**config.mk**
```make
export PLATFORM = sky130hd
export DESIGN_NAME = iterative_shifter
export DESIGN_NICKNAME = d
export VERILOG_FILES = /design/src/rtl/iterative_shifter_pkg.sv /design/src/rtl/iterative_shifter_shift_step.sv /design/src/rtl/iterative_shifter.sv
export SDC_FILE = /design/constraint.sdc
export NUM_CORES = 1
export LEC_CHECK = 0
export CORE_MARGIN = 1.5
export CORE_UTILIZATION = 45
export CTS_CLUSTER_DIAMETER = 200
export CTS_CLUSTER_SIZE = 8
export DETAILED_ROUTE_END_ITERATION = 12
export MAX_ROUTING_LAYER = met4
export PLACE_DENSITY = 0.81
export SYNTH_ARGS = -nofsm -noshare
export SYNTH_HDL_FRONTEND = slang
export SYNTH_SLANG_ARGS = --single-unit
```
**constraint.sdc**
```tcl
create_clock -name clk_i -period 2.1 [get_ports clk_i]
set_input_delay 0.21 -clock clk_i [delete_from_list [all_inputs] [get_ports clk_i]]
set_output_delay 0.21 -clock clk_i [all_outputs]
set_load 0.02 [all_outputs]
```
**src/rtl/iterative_shifter_pkg.sv**
```systemverilog
// Shared types for iterative_shifter: op encoding, FSM states and op legality.
// Define SHIFTER_ROTATE_EN to make ROL/ROR legal operations.
package iterative_shifter_pkg;

   typedef enum logic [2:0] {
      OP_SLL = 3'b000,
      OP_SRL = 3'b001,
      OP_SRA = 3'b010,
      OP_ROL = 3'b011,
      OP_ROR = 3'b100
   } shift_op_e;

   typedef enum logic [1:0] {
      StIdle,
      StShift,
      StDone
   } shifter_state_e;

   function automatic logic op_legal(input logic [2:0] op);
      logic legal;
      legal = 1'b0;
      case (op)
         OP_SLL, OP_SRL, OP_SRA: legal = 1'b1;
`ifdef SHIFTER_ROTATE_EN
         OP_ROL, OP_ROR:         legal = 1'b1;
`endif
         default:                legal = 1'b0;
      endcase
      return legal;
   endfunction

endpackage

```
**src/rtl/iterative_shifter_shift_step.sv**
```systemverilog
// Combinational single-step shifter: moves data by k (0..STEP) positions through a
// log2(STEP+1)-stage mux tree. Rotation is only built with SHIFTER_ROTATE_EN.
module iterative_shifter_shift_step
   import iterative_shifter_pkg::*;
#(
   parameter int unsigned XLEN = 32,
   parameter int unsigned STEP = 1,
   localparam int unsigned KW  = $clog2(STEP + 1)
) (
   input  logic [XLEN-1:0] data_i,
   input  shift_op_e       op_i,
   input  logic [KW-1:0]   k_i,
   output logic [XLEN-1:0] data_o
);

   logic [XLEN-1:0] acc;

   // Stage j moves by 2**j when bit j of k is set.
   always_comb begin
      acc = data_i;
      for (int unsigned j = 0; j < KW; j++) begin
         if (k_i[j]) begin
            case (op_i)
               OP_SLL:  acc = acc << (1 << j);
               OP_SRL:  acc = acc >> (1 << j);
               OP_SRA:  acc = $unsigned($signed(acc) >>> (1 << j));
`ifdef SHIFTER_ROTATE_EN
               OP_ROL:  acc = (acc << (1 << j)) | (acc >> (XLEN - (1 << j)));
               OP_ROR:  acc = (acc >> (1 << j)) | (acc << (XLEN - (1 << j)));
`endif
               default: acc = acc;
            endcase
         end
      end
      data_o = acc;
   end

endmodule

```
**src/rtl/iterative_shifter.sv**
```systemverilog
// Multi-cycle RV32I shift unit: up to STEP positions per cycle, valid/ready on both sides.
// Optional ROL/ROR support is enabled by defining SHIFTER_ROTATE_EN.
module iterative_shifter
   import iterative_shifter_pkg::*;
#(
   parameter int unsigned XLEN = 32,
   parameter int unsigned STEP = 1
) (
   input  logic            clk_i,
   input  logic            rst_i,
   input  logic            flush_i,
   input  logic            valid_i,
   output logic            ready_o,
   input  logic [2:0]      op_i,
   input  logic [XLEN-1:0] rs1_i,
   input  logic [XLEN-1:0] rs2_i,
   output logic            valid_o,
   input  logic            ready_i,
   output logic [XLEN-1:0] rd_o
);

   localparam int unsigned SHAMT_W = $clog2(XLEN);
   localparam int unsigned KW      = $clog2(STEP + 1);

   shifter_state_e     state_q, state_d;
   logic [XLEN-1:0]    data_q, data_d, step_out;
   logic [SHAMT_W-1:0] rem_q, rem_d, shamt;
   shift_op_e          op_q, op_d;
   logic [KW-1:0]      k;
   logic               unused_rs2;

   assign shamt      = rs2_i[SHAMT_W-1:0];
   assign unused_rs2 = ^rs2_i[XLEN-1:SHAMT_W];

   always_comb begin
      if (rem_q > SHAMT_W'(STEP)) begin
         k = KW'(STEP);
      end else begin
         k = KW'(rem_q);
      end
   end

   iterative_shifter_shift_step #(
      .XLEN(XLEN),
      .STEP(STEP)
   ) u_shift_step (
      .data_i(data_q),
      .op_i  (op_q),
      .k_i   (k),
      .data_o(step_out)
   );

   // Flush masks both handshakes combinationally so nothing transfers in that cycle.
   always_comb begin
      ready_o = (state_q == StIdle) && !flush_i;
      valid_o = (state_q == StDone) && !flush_i;
      rd_o    = (state_q == StDone) ? data_q : '0;
   end

   always_comb begin
      state_d = state_q;
      data_d  = data_q;
      rem_d   = rem_q;
      op_d    = op_q;
      if (flush_i) begin
         state_d = StIdle;
         rem_d   = '0;
      end else begin
         unique case (state_q)
            StIdle: begin
               if (valid_i) begin
                  data_d = rs1_i;
                  op_d   = shift_op_e'(op_i);
                  rem_d  = shamt;
                  // Zero shifts and illegal ops return rs1 unchanged.
                  if ((shamt == '0) || !op_legal(op_i)) begin
                     rem_d   = '0;
                     state_d = StDone;
                  end else begin
                     state_d = StShift;
                  end
               end
            end
            StShift: begin
               data_d = step_out;
               rem_d  = rem_q - SHAMT_W'(k);
               if (rem_d == '0) begin
                  state_d = StDone;
               end
            end
            StDone: begin
               if (ready_i) begin
                  state_d = StIdle;
               end
            end
            default: state_d = StIdle;
         endcase
      end
   end

   always_ff @(posedge clk_i or posedge rst_i) begin
      if (rst_i) begin
         state_q <= StIdle;
         data_q  <= '0;
         rem_q   <= '0;
         op_q    <= OP_SLL;
      end else begin
         state_q <= state_d;
         data_q  <= data_d;
         rem_q   <= rem_d;
         op_q    <= op_d;
      end
   end

endmodule

```
Yosys cells after proc, flatten, opt, wreduce, memory -nomap -nowiden
Cells that the tools add are included. Widths: inputs -> output; s select.

Register bits: 42.

Bitwise logic cells: 1. Order comparisons: 1. Multiplexer cells: 20. Reductions and logical operators: 18. Equality and inequality tests: 14. $add $sub $neg: 1.

Operators with widths (number): $mux 32 (3); $pmux 32 s3 (1); $pmux 32 s2 (1); $mux 5 (3); $logic_not 5->1 (2); $mux 2 (5); $pmux 5 s2 (1); $ne 3x3->1 const B (3); $eq 3x1->1 const B (2); $eq 3x2->1 const B (2); $logic_not 3->1 (2); $ne 2x2->1 const B (3); $pmux 2 s3 (1); $reduce_and 3->1 (2); $reduce_and 6->1 (1); $gt 5x1->1 const B (1); $mux 1 (5); $reduce_and 5->1 (1); $sub 5x1->5 (1); $ne 4x1->1 const B (1); $ne 3x1->1 const B (1); $reduce_bool 3->1 (1); $reduce_or 3->1 (1); $eq 2x1->1 const B (1); 8 further kinds (10).

Longest topological paths before layout
Gate-level depths: netlist (run 1).

Word-level depth: 12. Mapped depth: 8.

By module
Synthesis (run 1) repeated with hierarchy kept, for this count alone.

Cell total of the unflattened synthesis: 290. Area, all modules: 3151.8 um2.

By module, submodules not included: iterative_shifter (instances 1, cells an instance 212, area each 2487.4 um2); iterative_shifter_shift_step (instances 1, cells an instance 78, area each 664.4 um2).

Worst setup path before layout (run 1)
OpenSTA, ideal clock, no wires.

Path kind: register to register. Start point: register state_q[1]. End point: register data_q[16]. Period minus slack after synthesis: 2.061 ns. Arrival time: 1.936 ns. Buffers on the path: 2. Cell stages (with the launch flop): 7. Setup slack: 0.039 ns. Path through: dfrtp_1 > nor3_1 > and2_1 > clkbuf_1 > a21o_4 > buf_12 > mux2_4.

Word-level cells in the longest chain between the ends: 3.

RTL lines: from (decl) (RTL line iterative_shifter.sv:25) `shifter_state_e state_q, state_d;`; from (signal assigned) (RTL line iterative_shifter.sv:103) `state_q <= StIdle;`; from (signal assigned) (RTL line iterative_shifter.sv:108) `state_q <= state_d;`; $eq 2x1->1 / $logic_not 2->1 (equally long branches) (RTL line iterative_shifter.sv:69) `unique case (state_q)`; $ne 4x1->1 (no source line) (tied with other cells); $reduce_and 5->1 (no source line); to (signal assigned) (RTL line iterative_shifter.sv:109) `data_q <= data_d;`; to (decl) (RTL line iterative_shifter.sv:26) `logic [XLEN-1:0] data_q, data_d, step_out;`.

Parallel ways exist; a longest one is shown, timed or not. A chain may end at the register's enable or synchronous reset.

Worst setup path in the final report (run 1)
Start point: register rem_q[3]. End point: register state_q[1].

Word-level cells in the longest chain between the ends: 6.

RTL lines: from (decl) (RTL line iterative_shifter.sv:27) `logic [SHAMT_W-1:0] rem_q, rem_d, shamt;`; from (signal assigned) (RTL line iterative_shifter.sv:110) `rem_q <= rem_d;`; $gt 5x1->1 (RTL line iterative_shifter.sv:36) `if (rem_q > SHAMT_W'(STEP)) begin`; $mux 1 (RTL line iterative_shifter.sv:36); $sub 5x1->5 * (RTL line iterative_shifter.sv:86) `rem_d = rem_q - SHAMT_W'(k);`; $logic_not 5->1 * (RTL line iterative_shifter.sv:87) `if (rem_d == '0) begin`; $ne 3x3->1 (no source line) *; $reduce_and 3->1 (no source line) *.

Mark *: on every way between the ends. The rest lies on a longest branch, timed or not.

==> summary.md, run 1 <==
| Metric | Value |
|---|---|
| Area of the die | `7010 um2` |
| Total routed wirelength | `8090 um` |
| YS warnings | `0` |
| Achievable Freq | `495 MHz` |
| Largest net degree at the start of global routing | `43` |
| Number of enable-type register cells in the synthesized netlist | `0` |
| Number of nets in the layout | `492` |
| Worst hold path type | `in2async` |
| Area after detailed placement | `3880 um2` |
| Vias after detailed routing | `2884` |
| Most used flip-flop cell after synthesis | `sky130_fd_sc_hd__dfrtp_1` |
| Slew at the pin closest to its max-slew limit | `547 ps` |
| GRT Residual Overflow | `0` |
| Kind of end point of the critical path | `flop` |
| Setup skew after layout | `around 4.3 ps` |
| Final number of hold-violating endpoints | `0` |
| Top-area cell type share of the netlist area | `35.8%` |
| Htree depth | `2` |
| Number of flip-flops and latches in the synthesized netlist | `42` |
| Number of antenna repair diodes | `0` |
| Crit path arrival time | `2200 ps` |
| Largest voltage drop on the vdd net | `0.000446 V` |
| Cell types with the largest area share after synthesis | `sky130_fd_sc_hd__dfrtp_1, sky130_fd_sc_hd__mux2_4, sky130_fd_sc_hd__o21ai_0` |
| Maximum buffer depth of the clock tree | `2` |
| Post-synthesis async set-or-reset flop share | `100%` |
| Final period utilization | `96.2%` |
| Last weighted congestion value of the routability-driven placer | `1.01` |
| Sequential-to-total area share from yosys stat | `roughly 36%` |
| Global-route wire length before repair | `approximately 13000 um` |
| Remaining max-slew budget at the tightest pin | `63.5%` |
| Clock tree from TritonCTS | `done` |
| Max Fanout on Critical Path | `4` |
| Number of fill cells in the layout | `549` |
| Cell type of the slowest stage on the worst timing path | `sky130_fd_sc_hd__dfrtp_1` |
| Global-route usage over all layers | `a little under a quarter` |
| Final max-slew violation count | `0` |
| Average cell area after synthesis | `8.73 um2` |
| Total iterations of the first detailed-routing run | `5` |
| Y dimension of the die | `83.7 um` |
| Vias in the first global route | `2847` |
| Power density over the cells | `863 nW/um2` |
| Clock latency on the worst-skew pair | `290 ps` |
| Setup crit start kind | `flop` |
| Setup TNS after final layout | `0 ps` |
| Clk root buf | `sky130_fd_sc_hd__clkbuf_8` |
| Core outline area | `~6300 um2` |
| Post-CTS Hold Buffers | `0` |
| Antenna violations before repair | `0` |
| Share of post-route cells with drive strength above 1 | `around 18%` |
| Net count of the mapped netlist | `410` |
| Total of endpoints with negative setup slack in the final report | `0` |
| Remaining DRCs | `0` |
| Finished Cell Area | `around 4000 um2` |
| Critical Path RT | `2280 ps` |
| Per-cell via count in the routed design | `just under 6` |
| Clk sinks | `42` |
| Count of antenna-violating nets left after detailed routing | `0` |
| Minimum clock period | `slightly above 2000 ps` |
| Placed cell count | `486` |
| Outcome | `finished, final reports clean` |
| Detailed Place HPWL | `~5700 um` |
| Count of maximum capacitance violations | `0` |
| Post-synthesis cell area | `2930 um2` |
| Count of mapped cells out of synthesis | `336` |
| Most instantiated library cell after synthesis | `sky130_fd_sc_hd__dfrtp_1` |
| Cell type contributing the most total cell area after synthesis | `sky130_fd_sc_hd__dfrtp_1` |
| Number of port buffers | `78` |
| Die width | `83.7 um` |
| Filler-free cell count of the finished design | `496` |
| Util after Layout | `63.4%` |
| Area added between synthesis and finish | `36.5%` |
| List of cells traversed by the critical path | `nor3_2 > a21o_1 > inv_1 > ha_2 > xor2_1 > nor4b_2 > o221ai_1 > o41ai_1` |
| Initial core utilization | `a little under half` |
| Wirelength per Cell | `16.3 um` |
| Leading post-synthesis cells by instance count | `sky130_fd_sc_hd__dfrtp_1, sky130_fd_sc_hd__o21ai_0, sky130_fd_sc_hd__nand3_1` |
| Leakage power | `1.93 nW` |
| Top-level I/O count | `around 110` |
| Number of clock buffers inserted by TritonCTS | `5` |
| Worst setup path category | `reg2reg` |
| Drt first-iter violations | `roughly 220` |
| Count of different cell masters after synthesis | `46` |
| Row count | `29` |
| Slowest stage delay, CP | `between 400 and 500 ps` |
| Clock-pin slew reported for the worst setup and hold paths after clock tree synthesis | `80 ps` |
==> kinds of logic after synthesis <==
logic type                 count (synthesis)  share of synthesized area (%)
AOI/OAI and AO/OA                         94                           21.9
adders and majority gates                  2                          0.853
DFF                                       42                           35.8
buffers and inverters                     46                           7.25
and+or+nand+nor                          121                           20.6
muxes                                     28                           12.4
xor gates and xnor gates                   3                           1.15
==> state kept, by name, indices dropped and copies added, names as in the netlist <==
name and count:
data_q 32, rem_q 5, op_q 3, state_q 2
==> cell usage in the layout, fill, tap and decap left out, drive strengths merged, types with 3 or more instances in the layout <==
master / count
clkdlybuf4s50: 46
mux2: 19
nor3: 17
nand2b: 7
dlymetal6s2s: 12
and2: 19
a31oi: 17
a31o: 14
buf: 23
o211ai: 4
dfrtp: 42
nand2: 10
inv: 19
mux2i: 9
a211oi: 6
clkbuf: 7
o21ai: 38
nor2: 31
dlygate4sd2: 20
a22o: 3
nand3: 32
==> critical path, delay by kind of cell, from the launching register on <==
kind	cells	cell delay, ps
fa+ha+maj	1	190
compound gates	3	480
simple gates	2	600
flops	1	430
buf+inv	1	60
xor+xnor	1	160
==> through the flow <==
step	hold slack (ps)	power, W	setup slack, ps
3_5_place_dp	517	0.00295	-62.4
4_1_cts	383	0.00346	7.43
3_3_place_gp	509	0.00289	81.4
2_1_floorplan	294	0.00235	38.6
6_report	360	0.00346	80.4
5_1_grt	443	0.00370	-29.9
==> area by class of cell <==
cell class	instances	area, um2	area share, %
clock buffers	7	86.3	2.16
clock inverters	1	5.00	0.125
inverters	20	75.1	1.88
multi-input cells	248	1690	42.3
flip-flops and latches	42	1050	26.3
well taps	77	96.3	2.41
repair buffers	101	996	24.9
==> repair_timing <==
action                                  CTS  global route
endpoints found under the setup margin   34            13
pin swaps                                 0             4
setup buffers                             0             2
resized for setup                        22            13
==> final timing paths <==
kind / slack, ps / startpoint / endpoint / depth (start not counted)
min reg2reg: 540 / data_q[0]$_DFFE_PP0P_ / data_q[0]$_DFFE_PP0P_ / 1
min: 360 / rst_i / rem_q[1]$_DFFE_PP0P_ / 3
max in group asynchronous: 1330 / rst_i / state_q[1]$_DFFE_PP0P_ / 3
max: 80 / rem_q[3]$_DFFE_PP0P_ / state_q[1]$_DFFE_PP0P_ / 8
min in group clk_i: 470 / ready_i / state_q[1]$_DFFE_PP0P_ / 2
max reg2reg: 80 / rem_q[3]$_DFFE_PP0P_ / state_q[1]$_DFFE_PP0P_ / 8
==> report_power, final <==
| part | internal, W | switching, W |
|---|---|---|
| combinational | 0.000772 | 0.000848 |
| sequential | 0.00106 | 0.000246 |
| clock | 0.000265 | 0.000270 |
| total | 0.00209 | 0.00136 |
==> metal layers <==
layer  global-route usage [%]  wire [um]  vias to the layer above
li1                         -          -                     1366
met1                     32.1       3550                     1384
met2                     37.2       3920                      119
met3                     3.07        469                       15
met4                     7.15        151                        0
met5                        -          0                        -
Power figures use the tool's default switching activity.
==> run 2: changes to the inputs <==
Settings changed: ABC_CLOCK_PERIOD_IN_PS set to 2500.
Clock period 2.1 ns to 2.5 ns, I/O delays scaled along.
==> summary.md, run 2 (synthesis results as in run 1) <==
| Metric | Value |
|---|---|
| CP bufs+invs | `1 (unchanged)` |
| Remaining max-slew budget at the tightest pin | `57.8% (-5.7 points)` |
| Core outline area | `6310 um2 (unchanged)` |
| Leading cell type in the layout, fill and taps excluded | `sky130_fd_sc_hd__clkdlybuf4s50_1` |
| Switching share of total power | `40.5% (+1.1 points)` |
| Buffers inserted during post-CTS setup optimization | `0 (unchanged)` |
| Global-route usage over all layers | `24.7% (+1.0 points)` |
| Biggest registers after layout | `data_q: 32 flops, rem_q: 5 flops, op_q: 3 flops` |
| Cell type of the slowest stage on the worst timing path | `sky130_fd_sc_hd__nor4b_1` |
| Area after detailed placement | `3790 um2 (-2.3%)` |
| Clk sinks | `42 (unchanged)` |
| Number of nets in the layout | `483 (-1.8%)` |
| Power share of the combinational group | `47.0% (+0.2 points)` |
| Power density over the cells | `741 nW/um2 (-14%)` |
| Clock latency on the worst-skew pair | `300 ps (about the same)` |
| Clk root buf | `sky130_fd_sc_hd__clkbuf_8` |
| Largest net degree at the start of global routing | `43 (unchanged)` |
| Maximum buffer depth of the clock tree | `2 (unchanged)` |
| Count of cells along the worst register-to-register path | `8 (unchanged)` |
| Achievable Freq | `433 MHz (-13%)` |
| Remaining DRCs | `0 (unchanged)` |
| Most used cells in the layout excluding fill and tap cells | `sky130_fd_sc_hd__clkdlybuf4s50_1, sky130_fd_sc_hd__dfrtp_1, sky130_fd_sc_hd__o21ai_0, sky130_fd_sc_hd__nand3_1, sky130_fd_sc_hd__nor2_1` |
| Drt first-iter violations | `294 (+31%)` |
| Number of antenna repair diodes | `0 (unchanged)` |
| Wirelength per Cell | `16.8 um (+3.2%)` |
| Global-route wire length before repair | `13700 um (+2.5%)` |
| Area of the die | `7010 um2 (unchanged)` |
| Cell Int Power | `0.00171 W (-19%)` |
| Seq pwr share | `38.2% (+0.5 points)` |
| Minimum clock period | `2310 ps (+289 ps)` |
| Final period utilization | `92.4% (-3.8 points)` |
| Clock-pin slew reported for the worst setup and hold paths after clock tree synthesis | `80 ps (about the same)` |
| Worst setup path category | `reg2reg` |
| PostCTS Resize Cnt | `0 (-100%)` |
| Leakage power | `1.58 nW (-18%)` |
| Max FFs per register | `32 (unchanged)` |
| Share of post-route cells with drive strength above 1 | `15.4% (-2.5 points)` |
| Largest delay contributor family on the critical path | `simple AND/OR/NAND/NOR gates` |
| Net Switching | `0.00116 W (-15%)` |
| Critical Path RT | `2690 ps (+410 ps)` |
| Slew at the pin closest to its max-slew limit | `633 ps (+86.0 ps)` |
| Vias in the first global route | `2814 (-1.2%)` |
| Htree depth | `2 (unchanged)` |
| Setup skew after layout | `10.3 ps (+6.01 ps)` |
| Row count | `29 (unchanged)` |
| Count of maximum capacitance violations | `0 (unchanged)` |
| Area added between synthesis and finish | `32.0%` |
| Die width | `83.7 um (unchanged)` |
| Kind of end point of the critical path | `flop` |
| Finished Cell Area | `3870 um2 (-3.3%)` |
| Number of cells on the critical path | `8 (unchanged)` |
| Total iterations of the first detailed-routing run | `5 (unchanged)` |
| Final number of hold-violating endpoints | `0 (unchanged)` |
| GRT Residual Overflow | `0 (unchanged)` |
| Largest voltage drop on the vdd net | `0.000359 V (-20%)` |
| Clock tree from TritonCTS | `done` |
| Vias after detailed routing | `2895 (+0.38%)` |
| Worst hold path type | `in2async` |
| Setup TNS after final layout | `0 ps (unchanged)` |
| Final max-slew violation count | `0 (unchanged)` |
| Last weighted congestion value of the routability-driven placer | `0.908 (-10%)` |
| Post-CTS Hold Buffers | `0 (unchanged)` |
| Total of endpoints with negative setup slack in the final report | `0 (unchanged)` |
| Worst setup slack for register-to-register paths | `190 ps (+110 ps)` |
| Number of port buffers | `78 (unchanged)` |
| Antenna violations before repair | `0 (unchanged)` |
| List of cells traversed by the critical path | `nor3_2 > a21o_1 > inv_1 > ha_1 > xor2_1 > nor4b_1 > o221ai_1 > o41ai_1` |
| Crit path arrival time | `2490 ps (+290 ps)` |
| Max Fanout on Critical Path | `5 (+1)` |
| Initial core utilization | `46.5% (unchanged)` |
| Setup crit start kind | `flop` |
| Unrepaired setup endpoints after global routing | `no` |
| Y dimension of the die | `83.7 um (unchanged)` |
| Clock share of power | `14.8% (-0.7 points)` |
| Number of clock buffers inserted by TritonCTS | `5 (unchanged)` |
| Outcome | `finished, final reports clean` |
| Register bank with the most flops | `data_q` |
| Detailed Place HPWL | `5640 um (-0.73%)` |
| Count of antenna-violating nets left after detailed routing | `0 (unchanged)` |
| Per-cell via count in the routed design | `5.96 (+2.4%)` |
| Total routed wirelength | `8180 um (+1.1%)` |
| Slowest stage delay, CP | `460 ps (+30 ps)` |
| Top-level I/O count | `106 (unchanged)` |
## run 2: cell types whose count changed in the layout (fill, tap and decap cells not counted), moves of 3 or more
cell and change:
sky130_fd_sc_hd__buf_12 -3, sky130_fd_sc_hd__buf_4 -6, sky130_fd_sc_hd__clkdlybuf4s50_1 +32, sky130_fd_sc_hd__dlygate4sd2_1 -20
sky130_fd_sc_hd__dlymetal6s2s_1 -12
## run 2: power groups by stage
stage	registers [W]	clock network, W	logic [W]
floorplan	0.00103	0	0.000943
global placement	0.00108	0	0.00130
detailed placement	0.00110	0	0.00133
CTS	0.00109	0.000428	0.00134
global route	0.00112	0.000463	0.00147
finish	0.00109	0.000425	0.00135
## run 2: cell type report
| class | instances | area, um2 |
|---|---|---|
| multi-input combinational | 248 | 1680 |
| sequential | 42 | 1050 |
| timing repair buffer | 92 | 886 |
| fill | 557 | 2440 |
| tap | 77 | 96.3 |
| clock inverter | 2 | 10.0 |
| inverter | 20 | 75.1 |
| clock buffer | 5 | 68.8 |
## run 2: metrics by stage
stage | total power [W] | utilization (%) | hold slack [ps] | std cells | worst slack (ps)
2_1_floorplan | 0.00197 | - | 334 | 336 | 439
6_report | 0.00287 | 61.3 | 395 | 486 | 191
3_5_place_dp | 0.00243 | 60.1 | 533 | 479 | 217
3_3_place_gp | 0.00238 | 60.1 | 509 | 479 | 273
5_1_grt | 0.00306 | 61.3 | 452 | 486 | 24.1
4_1_cts | 0.00286 | 61.3 | 416 | 486 | 210
## run 2: per-layer routing
metal | GRT usage (%) | up-vias | routed length [um]
met5 | - | - | 0
met4 | 9.39 | 0 | 119
met3 | 2.87 | 14 | 558
met2 | 38.4 | 158 | 3890
met1 | 33.2 | 1368 | 3610
li1 | - | 1355 | -
## run 2: worst paths after layout
path,startpoint,to
worst max register to register,rem_q[2]$_DFFE_PP0P_,state_q[1]$_DFFE_PP0P_
max in group asynchronous,rst_i,data_q[9]$_DFFE_PP0P_
min in group clk_i,ready_i,state_q[1]$_DFFE_PP0P_
worst max-delay path,rem_q[2]$_DFFE_PP0P_,state_q[1]$_DFFE_PP0P_
worst min-delay path,rst_i,op_q[1]$_DFFE_PP0P_
worst min register to register,data_q[0]$_DFFE_PP0P_,data_q[0]$_DFFE_PP0P_
## run 2: worst reg2reg max path, cell delays in order (launching register included)
cell	delay (ps)
sky130_fd_sc_hd__dfrtp_1	450
sky130_fd_sc_hd__nor3_2	360
sky130_fd_sc_hd__a21o_1	220
sky130_fd_sc_hd__inv_1	50
sky130_fd_sc_hd__ha_1	210
sky130_fd_sc_hd__xor2_1	170
sky130_fd_sc_hd__nor4b_1	460
sky130_fd_sc_hd__o221ai_1	180
sky130_fd_sc_hd__o41ai_1	100
==> run 3: changes to the inputs <==
Settings changed: ABC_CLOCK_PERIOD_IN_PS 2500 to 2800, CORE_UTILIZATION 45 to 49, PLACE_DENSITY 0.81 to 0.87.
Clock period 2.5 ns to 2.8 ns, I/O delays scaled along.
==> summary.md, run 3 (synthesis results as in run 1) <==
| Metric | Value |
|---|---|
| Outcome | `finished, final reports clean` |
| Number of clock buffers inserted by TritonCTS | `5 (unchanged)` |
| Util after Layout | `68.8% (+7.4 points)` |
| List of cells traversed by the critical path | `buf_4 > nor2_1 > buf_4 > and2_1 > clkdlybuf4s50_1` |
| Buffers inserted during post-CTS setup optimization | `0 (unchanged)` |
| Antenna violations before repair | `0 (unchanged)` |
| Leading cell type in the layout, fill and taps excluded | `sky130_fd_sc_hd__clkdlybuf4s50_1` |
| Global-route usage over all layers | `26.1% (+1.4 points)` |
| Count of maximum capacitance violations | `0 (unchanged)` |
| Remaining max-slew budget at the tightest pin | `51.1% (-6.7 points)` |
| Total of endpoints with negative setup slack in the final report | `0 (unchanged)` |
| Share of post-route cells with drive strength above 1 | `15.2% (-0.21 points)` |
| Pre-CTS setup slack | `380 ps (+163 ps)` |
| Cell type of the slowest stage on the worst timing path | `sky130_fd_sc_hd__clkdlybuf4s50_1` |
| Final WS setup | `423 ps (+232 ps)` |
| Slowest stage delay, CP | `610 ps (+150 ps)` |
| Drt first-iter violations | `276 (-6.1%)` |
| Leakage power | `1.58 nW (-0.25%)` |
| Largest voltage drop on the vdd net | `0.000398 V (+11%)` |
| Global-route wire length before repair | `12900 um (-5.8%)` |
| Number of fill cells in the layout | `439 (-21%)` |
| Final number of hold-violating endpoints | `0 (unchanged)` |
| Initial core utilization | `52.0% (+5.5 points)` |
| Register bank with the most flops | `data_q` |
| Net Switching | `0.00104 W (-11%)` |
| Critical Path RT | `2520 ps (-170 ps)` |
| Worst setup slack for register-to-register paths | `490 ps (+300 ps)` |
| Clock share of power | `16.1% (+1.3 points)` |
| Multi-input gate area | `1680 um2 (unchanged)` |
| Setup skew after layout | `6.41 ps (-3.86 ps)` |
| Wirelength per Cell | `16.3 um (-2.9%)` |
| Finished Cell Area | `3880 um2 (+0.19%)` |
| Largest net degree at the start of global routing | `43 (unchanged)` |
| Vias after detailed routing | `2903 (+0.28%)` |
| Per-cell via count in the routed design | `6.05 (+1.5%)` |
| Minimum clock period | `2380 ps` |
| Crit-path most repeated cell | `sky130_fd_sc_hd__buf_4` |
| Remaining DRCs | `0 (unchanged)` |
| Final max-slew violation count | `0 (unchanged)` |
| Area after detailed placement | `3780 um2 (-0.23%)` |
| Vias in the first global route | `2700 (-4.1%)` |
| Worst setup path category | `reg2out` |
| Number of antenna repair diodes | `0 (unchanged)` |
| Count of antenna-violating nets left after detailed routing | `0 (unchanged)` |
| Area of the die | `6460 um2 (-7.9%)` |
| Number of port buffers | `78 (unchanged)` |
| Unrepaired setup endpoints after global routing | `no` |
| Setup crit start kind | `flop` |
| Top-level I/O count | `106 (unchanged)` |
| Most used cells in the layout excluding fill and tap cells | `sky130_fd_sc_hd__clkdlybuf4s50_1, sky130_fd_sc_hd__dfrtp_1, sky130_fd_sc_hd__o21ai_0, sky130_fd_sc_hd__nand3_1, sky130_fd_sc_hd__nor2_1` |
| Footprint of the flip-flops and latches | `1050 um2 (unchanged)` |
| Power density over the cells | `667 nW/um2 (-9.9%)` |
| Seq pwr share | `37.7% (-0.5 points)` |
| Total iterations of the first detailed-routing run | `7 (+2)` |
| Clock-pin slew reported for the worst setup and hold paths after clock tree synthesis | `80 ps (about the same)` |
| Clk root buf | `sky130_fd_sc_hd__clkbuf_8` |
| Die width | `80.4 um (-4.0%)` |
| Number of nets in the layout | `481 (-0.41%)` |
| Final period utilization | `between 80% and 90%` |
| Clock tree from TritonCTS | `done` |
| PostCTS Resize Cnt | `0 (unchanged)` |
| Cell Int Power | `0.00155 W (-9.2%)` |
| Crit path arrival time | `2100 ps (-390 ps)` |
| Switching share of total power | `40.1% (-0.39 points)` |
| Achievable Freq | `421 MHz` |
| Power share of the combinational group | `46.2% (-0.8 points)` |
| Clock latency on the worst-skew pair | `300 ps (about the same)` |
| Filler-free cell count of the finished design | `480 (-1.2%)` |
| Clk sinks | `42 (unchanged)` |
| Kind of end point of the critical path | `output port` |
| Biggest registers after layout | `data_q: 32 flops, rem_q: 5 flops, op_q: 3 flops` |
| Slew at the pin closest to its max-slew limit | `733 ps (+100 ps)` |
| Last weighted congestion value of the routability-driven placer | `0.883 (-2.7%)` |
| Placed cell count | `472 (-1.5%)` |
| Max Fanout on Critical Path | `18 (+13)` |
| GRT Residual Overflow | `0 (unchanged)` |
| Setup TNS after final layout | `0 ps (unchanged)` |
| Htree depth | `2 (unchanged)` |
| Total routed wirelength | `7850 um (-4.1%)` |
| Row count | `27 (-6.9%)` |
| Maximum buffer depth of the clock tree | `2 (unchanged)` |
| Detailed Place HPWL | `5530 um (-1.8%)` |
| Core outline area | `5640 um2 (-11%)` |
| Post-CTS Hold Buffers | `0 (unchanged)` |
| Y dimension of the die | `80.4 um (-4.0%)` |
| Worst hold path type | `in2async` |
| Max FFs per register | `32 (unchanged)` |
| Area added between synthesis and finish | `32.3%` |
## run 3: cell types whose count changed in the layout (fill, tap and decap cells not counted), sizes merged
cell      before  now
buf           14   12
clkinvlp       0    1
clkbuf         5    6
clkinv         3    2
## run 3: cell type report
type / instances / area share [%]
timing repair buffer: 90 / 22.8
clock buffer: 6 / 2.13
multi-input combinational: 248 / 43.4
tap: 72 / 2.32
clock inverter: 2 / 0.323
sequential: 42 / 27.1
inverter: 20 / 1.94
## run 3: routing by layer
metal / wire [um] / track usage [%] / up-vias
met5: 0 / - / -
met4: 63 / 5.17 / 0
met3: 478 / 3.98 / 11
met2: 3810 / 42.6 / 126
met1: 3490 / 34.7 / 1412
li1: - / - / 1354
## run 3: power by group through the flow
stage               registers (W)  logic [W]  clock network (W)
floorplan                0.000919   0.000842                  0
global placement         0.000965    0.00115                  0
detailed placement       0.000981    0.00118                  0
CTS                      0.000970    0.00118           0.000418
global route              0.00100    0.00131           0.000438
finish                   0.000975    0.00120           0.000416
## run 3: final timing paths
path                                   startpoint                endpoint  cells past startpoint
hold reg to reg             data_q[0]$_DFFE_PP0P_   data_q[0]$_DFFE_PP0P_                      1
setup reg to reg             rem_q[2]$_DFFE_PP0P_  state_q[1]$_DFFE_PP0P_                      8
hold / removal                              rst_i    rem_q[1]$_DFFE_PP0P_                      3
setup / recovery           state_q[0]$_DFFE_PP0P_                 rd_o[0]                      5
min in group clk_i          data_q[0]$_DFFE_PP0P_   data_q[0]$_DFFE_PP0P_                      1
max in group asynchronous                   rst_i  state_q[1]$_DFFE_PP0P_                      3
## run 3: worst max-delay path, delay by kind of cell (launching register included)
kind	cells	cell delay [ps]
buffers and inverters	3	1050
DFF	1	450
and+or+nand+nor	2	300
## run 3: stage by stage
step / power [W] / hold slack [ps]
after CTS: 0.00257 / 448
after detailed placement: 0.00216 / 501
after global routing: 0.00275 / 478
after floorplan: 0.00176 / 364
final: 0.00259 / 417
after global placement: 0.00212 / 509
